$ cat src/rtl/sdram_init.sv
// ---------------------------------------------------------------------------
// sdram_init
//
// Power-up initialisation sequencer for a single-data-rate SDRAM. After
// reset release it raises CKE, waits the power-up time with NOPs, precharges
// all banks, issues REF_NUM auto-refresh commands, loads the mode register
// and then flags init_done. The sequencer stays in DONE until the next reset.
// Every output comes straight from a flop.
//
// Ports
//   clk         in   system clock, also the SDRAM interface clock
//   rst_n       in   asynchronous active-low reset (synchronised system reset)
//   sdram_cke   out  SDRAM clock enable
//   sdram_cmd   out  {cs_n, ras_n, cas_n, we_n}
//   sdram_ba    out  bank address
//   sdram_addr  out  row / mode-register address
//   init_done   out  high once initialisation has completed (sticky)
// ---------------------------------------------------------------------------
module sdram_init #(
    parameter int unsigned T_PWRUP  = 20000,   // 1..65535
    parameter int unsigned T_RP     = 2,
    parameter int unsigned T_RFC    = 7,
    parameter int unsigned T_MRD    = 2,
    parameter int unsigned REF_NUM  = 8,       // 1..15
    parameter logic [11:0] MODE_REG = 12'h033
) (
    input  logic        clk,
    input  logic        rst_n,
    output logic        sdram_cke,
    output logic [3:0]  sdram_cmd,
    output logic [1:0]  sdram_ba,
    output logic [11:0] sdram_addr,
    output logic        init_done
);

    localparam logic [3:0] CMD_NOP  = 4'b0111;
    localparam logic [3:0] CMD_PRE  = 4'b0010;
    localparam logic [3:0] CMD_AREF = 4'b0001;
    localparam logic [3:0] CMD_LMR  = 4'b0000;

    // Last value of the wait counter inside each wait state. A zero wait
    // parameter bypasses its state entirely, so the clamp only keeps the
    // constant in range.
    localparam logic [15:0] PWRUP_LAST = 16'(T_PWRUP - 1);
    localparam logic [15:0] RP_LAST    = (T_RP  == 0) ? 16'd0 : 16'(T_RP  - 1);
    localparam logic [15:0] RFC_LAST   = (T_RFC == 0) ? 16'd0 : 16'(T_RFC - 1);
    localparam logic [15:0] MRD_LAST   = (T_MRD == 0) ? 16'd0 : 16'(T_MRD - 1);
    localparam logic [3:0]  REF_TOTAL  = 4'(REF_NUM);

    typedef enum logic [2:0] {
        ST_WAIT,
        ST_PRE,
        ST_TRP,
        ST_AREF,
        ST_TRFC,
        ST_MRS,
        ST_TMRD,
        ST_DONE
    } state_e;

    state_e      state_q,  state_d;
    logic [15:0] cnt_q,    cnt_d;
    logic [3:0]  ref_q,    ref_d;
    logic        cke_q,    cke_d;
    logic [3:0]  cmd_q,    cmd_d;
    logic [1:0]  ba_q,     ba_d;
    logic [11:0] addr_q,   addr_d;
    logic        done_q,   done_d;

    // Next state and next outputs. The registered outputs are decoded from
    // state_d so that the command on the pins always belongs to the state
    // held in state_q during the same cycle.
    always_comb begin
        // NOTE: every signal gets a default before any branch, so no path
        // leaves a value unassigned and no latch is inferred.
        state_d = state_q;
        cnt_d   = cnt_q;
        ref_d   = ref_q;

        if (!cke_q) begin
            // First edge after reset: CKE rises and the first power-up NOP
            // cycle starts with the counter still at zero.
            state_d = ST_WAIT;
            cnt_d   = '0;
        end else begin
            unique case (state_q)
                ST_WAIT: begin
                    if (cnt_q == PWRUP_LAST) state_d = ST_PRE;
                    else                     cnt_d   = cnt_q + 16'd1;
                end
                ST_PRE: begin
                    state_d = (T_RP == 0) ? ST_AREF : ST_TRP;
                end
                ST_TRP: begin
                    if (cnt_q == RP_LAST) state_d = ST_AREF;
                    else                  cnt_d   = cnt_q + 16'd1;
                end
                ST_AREF: begin
                    // ref_q already includes the refresh issued this cycle.
                    if (T_RFC != 0)              state_d = ST_TRFC;
                    else if (ref_q < REF_TOTAL)  state_d = ST_AREF;
                    else                         state_d = ST_MRS;
                end
                ST_TRFC: begin
                    if (cnt_q == RFC_LAST)
                        state_d = (ref_q < REF_TOTAL) ? ST_AREF : ST_MRS;
                    else
                        cnt_d = cnt_q + 16'd1;
                end
                ST_MRS: begin
                    state_d = (T_MRD == 0) ? ST_DONE : ST_TMRD;
                end
                ST_TMRD: begin
                    if (cnt_q == MRD_LAST) state_d = ST_DONE;
                    else                   cnt_d   = cnt_q + 16'd1;
                end
                ST_DONE: begin
                    state_d = ST_DONE;
                end
                default: begin
                    state_d = ST_WAIT;
                end
            endcase

            if (state_d != state_q) cnt_d = '0;
            // Each cycle spent in AREF is one refresh command on the bus.
            if (state_d == ST_AREF) ref_d = ref_q + 4'd1;
        end

        cke_d  = 1'b1;
        cmd_d  = CMD_NOP;
        ba_d   = 2'b00;
        addr_d = 12'h000;
        done_d = 1'b0;
        unique case (state_d)
            ST_PRE: begin
                cmd_d  = CMD_PRE;
                addr_d = 12'h400;      // A10 high: precharge all banks
            end
            ST_AREF: begin
                cmd_d  = CMD_AREF;
            end
            ST_MRS: begin
                cmd_d  = CMD_LMR;
                addr_d = MODE_REG;
            end
            ST_DONE: begin
                done_d = 1'b1;
            end
            default: begin
                cmd_d  = CMD_NOP;
            end
        endcase
    end

    // NOTE: state and outputs update with non-blocking assignments so every
    // flop samples the pre-edge values, independent of statement order.
    always_ff @(posedge clk or negedge rst_n) begin
        if (!rst_n) begin
            state_q <= ST_WAIT;
            cnt_q   <= '0;
            ref_q   <= '0;
            cke_q   <= 1'b0;
            cmd_q   <= CMD_NOP;
            ba_q    <= 2'b00;
            addr_q  <= 12'h000;
            done_q  <= 1'b0;
        end else begin
            state_q <= state_d;
            cnt_q   <= cnt_d;
            ref_q   <= ref_d;
            cke_q   <= cke_d;
            cmd_q   <= cmd_d;
            ba_q    <= ba_d;
            addr_q  <= addr_d;
            done_q  <= done_d;
        end
    end

    assign sdram_cke  = cke_q;
    assign sdram_cmd  = cmd_q;
    assign sdram_ba   = ba_q;
    assign sdram_addr = addr_q;
    assign init_done  = done_q;

endmodule

$ cat config.mk
export PLATFORM = sky130hd
export DESIGN_NAME = sdram_init
export DESIGN_NICKNAME = d
export VERILOG_FILES = /design/src/rtl/sdram_init.sv
export SDC_FILE = /design/constraint.sdc
export NUM_CORES = 1
export LEC_CHECK = 0
export ABC_CLOCK_PERIOD_IN_PS = 3100
export CAP_MARGIN = 20
export CORE_ASPECT_RATIO = 0.8
export CORE_MARGIN = 1
export CORE_UTILIZATION = 59
export DETAILED_ROUTE_END_ITERATION = 10
export PLACE_DENSITY = 0.85
export SLEW_MARGIN = 10
export SYNTH_ARGS = -nofsm -noshare
export SYNTH_HDL_FRONTEND = slang
export SYNTH_SLANG_ARGS = --single-unit
$ cat constraint.sdc
create_clock -name clk -period 3.1 [get_ports clk]
set_input_delay 0.31 -clock clk [delete_from_list [all_inputs] [get_ports clk]]
set_output_delay 0.31 -clock clk [all_outputs]
set_load 0.05 [all_outputs]
==> reports/metrics.cfg, run 1 <==
[sta]
post-route-period-util_pct = 76.6
max_freq_mhz = 421
slew_headroom_pct = 52.9
hold_violations = 0
finalSetupTns_ps = 0
finalCriticalPeriod_ps = 2370
rsz0062_at_grt = no
finalSetupViolations = 0
worst-slew-pin-transition_ps = 700
drv_slew = 0
fin_skew_ps = 2.76

[clocking]
clockBufferDepth = 2
htree_num_levels = 2
postCtsSetupBuffers = 0
numClockSinks = 30
holdBufCountCts = 0
clkTransAtPathRegs_ps = 60
clock-root-buffer = clkbuf_8
tritoncts = yes
clock_latency_ps = 290
post_cts_resized = 0
cts_buffers = 5

[outcome]
outcome = completed

[logic_synthesis]
synth-xor-area-share_pct = 4.92
yosysWarnings = 0
synth-compound-area-share_pct = 15.1
synth_edf_count = 0
synthCells = 184
synth_top_family_by_area = simple AND/OR/NAND/NOR gates
synth_adder_area_share_pct = 2.81
ys_types = 46
synthFlopType = dfrtp_1
avgSynthCellArea_um2 = 9.68
synth_mux_area_share_pct = 0.632
synthSimpleGateAreaFrac_pct = 25.0
async_flop_share_pct = 100
synth_seq_cells = 30
synth_area_mm2 = 0.00178
ys_seq_area_share_pct = 42.3

[die]
dieArea_mm2 = 0.00324
die_x_um = 63.4
design.core.area_mm2 = 0.00281
die_y_um = 51.2
start_util_pct = 63.5
core.rowCount = 17
boundaryPins = 22

[power]
power_leakage_nw = 0.834
power_density_mw_per_mm2 = 397
swShare_pct = 25.8
total_power_uw = 764
net-switching-power_uw = 197
p_comb_share_pct = 7.9
ir_drop_mv = 0.381
pwr-share-seq_pct = 52.7
power.share.clock_pct = 39.4
internal_power_uw = 567

[layout]
layout_commonest_cell = dfrtp_1
layout-drive-gt1-share_pct = 14.4
fin_nets = 199
most-common-layout-cells = dfrtp_1 (27), conb_1 (11), clkdlybuf4s50_1 (11)
fillCellCount = 236
n_antenna_cell = 0
stdcell_area_mm2 = 0.00192
area_growth_pct = 7.94

[global_routing]
track_usage_pct = 24.3
grt_pass1_vias = 1321
overflow = 0
antenna_found_initial = 0
grt_pass1_wl_um = 5810
grt_max_degree = 31

[worst_hold_path]
hold_path.class = input port to asynchronous set/reset pin

[worst_setup_path]
worstPathArrival_ps = 2550
cp-end-kind = flip-flop
path_class = flip-flop to flip-flop
crit_required_ps = 3280
rr_endpoint = ref_q[1]
r2r-start = cnt_q[8]
reg2reg_slack_ps = 730
worst_setup_path_start_kind = flip-flop
crit_path_max_fanout = 5
r2r_cells = 5

[placed_design]
dp.final_hpwl_um = 2310
portBuffers = 11
placed_cell_area_mm2 = 0.00184
finalWeightedCongestion = 0.875

[detailed_routing]
vias = 1380
drt_iter0_markers = 40
route.detailed.drc = 0
wire_per_inst_um = 14.2
dr.pass1.iters = 4
drt-total-wl_um = 3300
antenna_left = 0
avgViaCountPerCell = 5.95

[run]
max-cap-violations = 0

registers in the layout, indices dropped and copies added, names as in the netlist:
| name | flops |
|---|---|
| cnt_q | 16 |
| ref_q | 4 |
| sdram_cmd | 3 |
| state_q | 3 |
| sdram_addr | 2 |
| init_done | 1 |
| sdram_cke | 1 |
synth_stat cells (4+ instances only):
cell type  count  area share [%]
inv_1          5             1.1
or4_1          4             1.7
buf_4         13             5.5
nor2_1         8             1.7
clkbuf_1       4            0.84
dfrtp_1       27              38
o21ai_0       10             2.8
or3_1         10             3.5
xor2_1         6             2.9
nand4_1        4             1.4
a21oi_1        8             2.2
nand3_1       10             2.8
xnor2_1        4             2.0
ha_1           4             2.8
nor2_2         7             2.5
nand2_1        8             1.7
o31ai_1        4             1.7
and3_1         5             1.8
stage by stage:
| step | util (%) | worst slack, ps | hold slack, ps | std cells |
|---|---|---|---|---|
| 3_5_place_dp | 65.6 | 761 | 471 | 224 |
| 3_3_place_gp | 65.6 | 876 | 457 | 224 |
| 6_report | 68.5 | 727 | 401 | 232 |
| 5_1_grt | 68.5 | 487 | 445 | 232 |
| 2_1_floorplan | - | 1000 | 14.4 | 193 |
| 4_1_cts | 68.5 | 781 | 411 | 232 |
power groups by stage:
stage,sequential [mW],combinational (mW),clock (mW)
3_3_place_gp,0.409,0.0599,0
3_5_place_dp,0.409,0.0607,0
4_1_cts,0.402,0.0608,0.310
6_report,0.403,0.0604,0.301
2_1_floorplan,0.409,0.0575,0
5_1_grt,0.403,0.0655,0.322
cell families (layout without fill, tap and decap cells):
group / count (synthesis) / after routing
mux: 1 / 1
fa+ha+maj: 4 / 4
flops: 30 / 30
other cells: 2 / 11
compound gates: 38 / 38
simple gates: 75 / 75
xor+xnor: 10 / 10
buf+inv: 24 / 25
routing by layer:
layer	up-vias	track usage (%)	share of wire [%]
li1	661	-	-
met2	44	37.4	45
met1	667	31.2	46
met4	0	14.8	2.3
met5	-	0	0
met3	8	5.58	6.1
critical path, cell delays in order, from the launching register on:
cell and delay [ps]:
dfrtp_1 440, nor4_1 660, nand4b_1 270, nor3_1 390, o21ai_1 200, mux2_2 300
layout make-up:
type	count	area (um2)	area share, %
tap	38	47.5	2.47
inverter	5	18.8	0.976
clock buffer	8	80.1	4.16
sequential	30	754	39.2
timing repair buffer	12	118	6.12
multi-input combinational	139	905	47.0
worst max-delay path by stage:
| stage | endpoint | slack, ps | cells past startpoint | start |
|---|---|---|---|---|
| floorplan | cnt_q[11] | 1000 | 6 | cnt_q[8] |
| global placement | sdram_addr[5] | 880 | 5 | cnt_q[6] |
| detailed placement | ref_q[1] | 760 | 5 | cnt_q[8] |
| CTS | ref_q[1] | 780 | 5 | cnt_q[8] |
| global route | sdram_addr[5] | 490 | 5 | cnt_q[8] |
| finish | ref_q[1] | 730 | 5 | cnt_q[8] |
Power figures use the tool's default switching activity.
==> inputs of run 2 (changes only) <==
--- a/config.mk
+++ b/config.mk
@@ -5,13 +5,13 @@
 export SDC_FILE = /design/constraint.sdc
 export NUM_CORES = 1
 export LEC_CHECK = 0
-export ABC_CLOCK_PERIOD_IN_PS = 3100
+export ABC_CLOCK_PERIOD_IN_PS = 2200
 export CAP_MARGIN = 20
 export CORE_ASPECT_RATIO = 0.8
 export CORE_MARGIN = 1
-export CORE_UTILIZATION = 59
+export CORE_UTILIZATION = 55
 export DETAILED_ROUTE_END_ITERATION = 10
-export PLACE_DENSITY = 0.85
+export PLACE_DENSITY = 0.8
 export SLEW_MARGIN = 10
 export SYNTH_ARGS = -nofsm -noshare
 export SYNTH_HDL_FRONTEND = slang
==> constraint.sdc (replaced) <==
create_clock -name clk -period 2.2 [get_ports clk]
set_input_delay 0.22 -clock clk [delete_from_list [all_inputs] [get_ports clk]]
set_output_delay 0.22 -clock clk [all_outputs]
set_load 0.05 [all_outputs]
==> run 2 against run 1 <==
Compared with the run above: worst hold slack worse by 83 ps; via count up 8.0%; count of clock-buffer cells in the layout down 1; power up 46%; critical path type unchanged.
==> reports/metrics.cfg, run 2 (synthesis gave the netlist of run 1 again) <==
[outcome]
outcome = completed

[worst_setup_path]
worstPathArrival_ps = 2310  ; -240 ps
cp-end-kind = flip-flop
crit_path_max_fanout = 8  ; +3
cp_top_family = simple AND/OR/NAND/NOR gates
worst_setup_path_start_kind = flip-flop
crit_path_max_incr_delay_ps = 540  ; -120 ps
path_class = flip-flop to flip-flop
cp_num_buf_inv = 0  ; unchanged
crit_required_ps = 2370  ; -910 ps
cp_slowest_cell = or4_4
crit_chain = or4_4, or3_4, a21oi_4, a221o_2, nor2_2

[die]
boundaryPins = 22  ; unchanged
core.rowCount = 18  ; +1
start_util_pct = 57.7  ; -5.7 points
die_x_um = 65.6  ; +3.5%
dieArea_mm2 = 0.00347  ; +7.0%
die_y_um = 52.9  ; +3.4%
design.core.area_mm2 = 0.00309  ; +9.9%

[clocking]
clockBufferDepth = 2  ; unchanged
cts_buffers = 5  ; unchanged
tritoncts = yes
clkTransAtPathRegs_ps = 70  ; about the same
clock-root-buffer = clkbuf_8
numClockSinks = 30  ; unchanged
htree_num_levels = 2  ; unchanged
clock_latency_ps = 290  ; about the same
holdBufCountCts = 0  ; unchanged

[detailed_routing]
dr.pass1.iters = 4  ; unchanged
route.detailed.drc = 0  ; unchanged
vias = 1490  ; +8.0%
antenna_left = 0  ; unchanged
wire_per_inst_um = 15.3  ; +7.6%
drt_iter0_markers = 62  ; +55%
avgViaCountPerCell = 6.03  ; +1.4%
drt-total-wl_um = 3780  ; +15%

[sta]
fin_skew_ps = 7.34  ; +4.58 ps
rsz0062_at_grt = no
slew_headroom_pct = 62.2  ; +9.3 points
hold_violations = 0  ; unchanged
max_freq_mhz = 467  ; +11%
finalCriticalPeriod_ps = 2140  ; -233 ps
finalSetupViolations = 0  ; unchanged
drv_slew = 0  ; unchanged
worst-slew-pin-transition_ps = 562  ; -138 ps
hold_ws_ps = 318  ; -82.6 ps
finalSetupTns_ps = 0  ; unchanged
post-route-period-util_pct = 97.3  ; +21 points

[power]
power_density_mw_per_mm2 = 538  ; +35%
ir_drop_mv = 0.354  ; -7.0%
total_power_mw = 1.12  ; +46%
power_leakage_nw = 0.915  ; +9.7%

[global_routing]
track_usage_pct = 24.8  ; +0.50 points
grt_pass1_wl_um = 6270  ; +7.8%
overflow = 0  ; unchanged
antenna_found_initial = 0  ; unchanged
grt_pass1_vias = 1367  ; +3.5%
grt_max_degree = 31  ; unchanged

[layout]
largest_reg_flops = 16  ; unchanged
most-common-layout-cells = dfrtp_1 (26), buf_4 (13), conb_1 (11), clkdlybuf4s50_1 (11)
regMostFlops = cnt_q
layout-drive-gt1-share_pct = 23.7  ; +9.2 points
stdcell_area_mm2 = 0.00208  ; +7.9%
n_antenna_cell = 0  ; unchanged
layout_commonest_cell = dfrtp_1
reg_top3 = cnt_q: 16 flops, ref_q: 4 flops
fin_nets = 212  ; +6.5%
area_growth_pct = 16.5

[run]
max-cap-violations = 0  ; unchanged

[placed_design]
placed_cell_area_mm2 = 0.00192  ; +4.2%
portBuffers = 11  ; unchanged
dp.final_hpwl_um = 2570  ; +11%
finalWeightedCongestion = 0.855  ; -2.3%

[worst_hold_path]
hold_path.class = input port to asynchronous set/reset pin

==> run 2: final cells by class <==
class                      count  area, um2
inverter                       5       18.8
tap                           40       50.0
timing repair buffer          24        208
multi-input combinational    140        952
fill                         230       1010
clock buffer                   7       86.3
clock inverter                 1       5.00
sequential                    30        756
==> run 2: where the power goes <==
| group | total (mW) | internal [mW] | switching (mW) |
|---|---|---|---|
| logic | 0.0938 | 0.0207 | 0.0730 |
| clock network | 0.458 | 0.252 | 0.206 |
| registers | 0.565 | 0.557 | 0.00749 |
==> run 2: path summary, 6_finish.rpt <==
| kind | startpoint | endpoint | slack, ps | cells after the start |
|---|---|---|---|---|
| min in group clk | ref_q[2] | ref_q[2] | 480 | 1 |
| max in group asynchronous | rst_n | sdram_cmd[0] | 1570 | 2 |
| min reg2reg | ref_q[2] | ref_q[2] | 480 | 1 |
| max reg2reg | cnt_q[12] | cnt_q[6] | 60 | 5 |
| max | cnt_q[12] | cnt_q[6] | 60 | 5 |
| min | rst_n | init_done | 320 | 2 |
==> run 2: what timing repair did <==
item,CTS,global route
setup endpoints to repair,6,11
resized for setup,3,5
pin swaps,3,3
buffers inserted,0,2
cloned,1,0
==> run 2: worst reg2reg max path, stage by stage, from the launching register on <==
cell and delay, ps:
dfrtp_2 430, or4_4 540, or3_4 410, a21oi_4 210
a221o_2 350, nor2_2 70
==> run 2: routing by layer <==
metal | share of wire [%] | track usage, % | vias up
li1 | - | - | 691
met1 | 44 | 30.5 | 741
met4 | 1.1 | 8.33 | 0
met5 | 0 | 0 | -
met2 | 48 | 41.3 | 52
met3 | 6.0 | 7.54 | 6
==> run 2: metrics by stage <==
step | util [%] | std cells | worst slack [ps]
2_1_floorplan | - | 193 | 103
3_3_place_gp | 62.2 | 236 | 93.5
3_5_place_dp | 62.2 | 236 | -7.56
4_1_cts | 66.3 | 245 | 18.1
5_1_grt | 67.3 | 247 | 11.5
6_report | 67.3 | 247 | 59.9
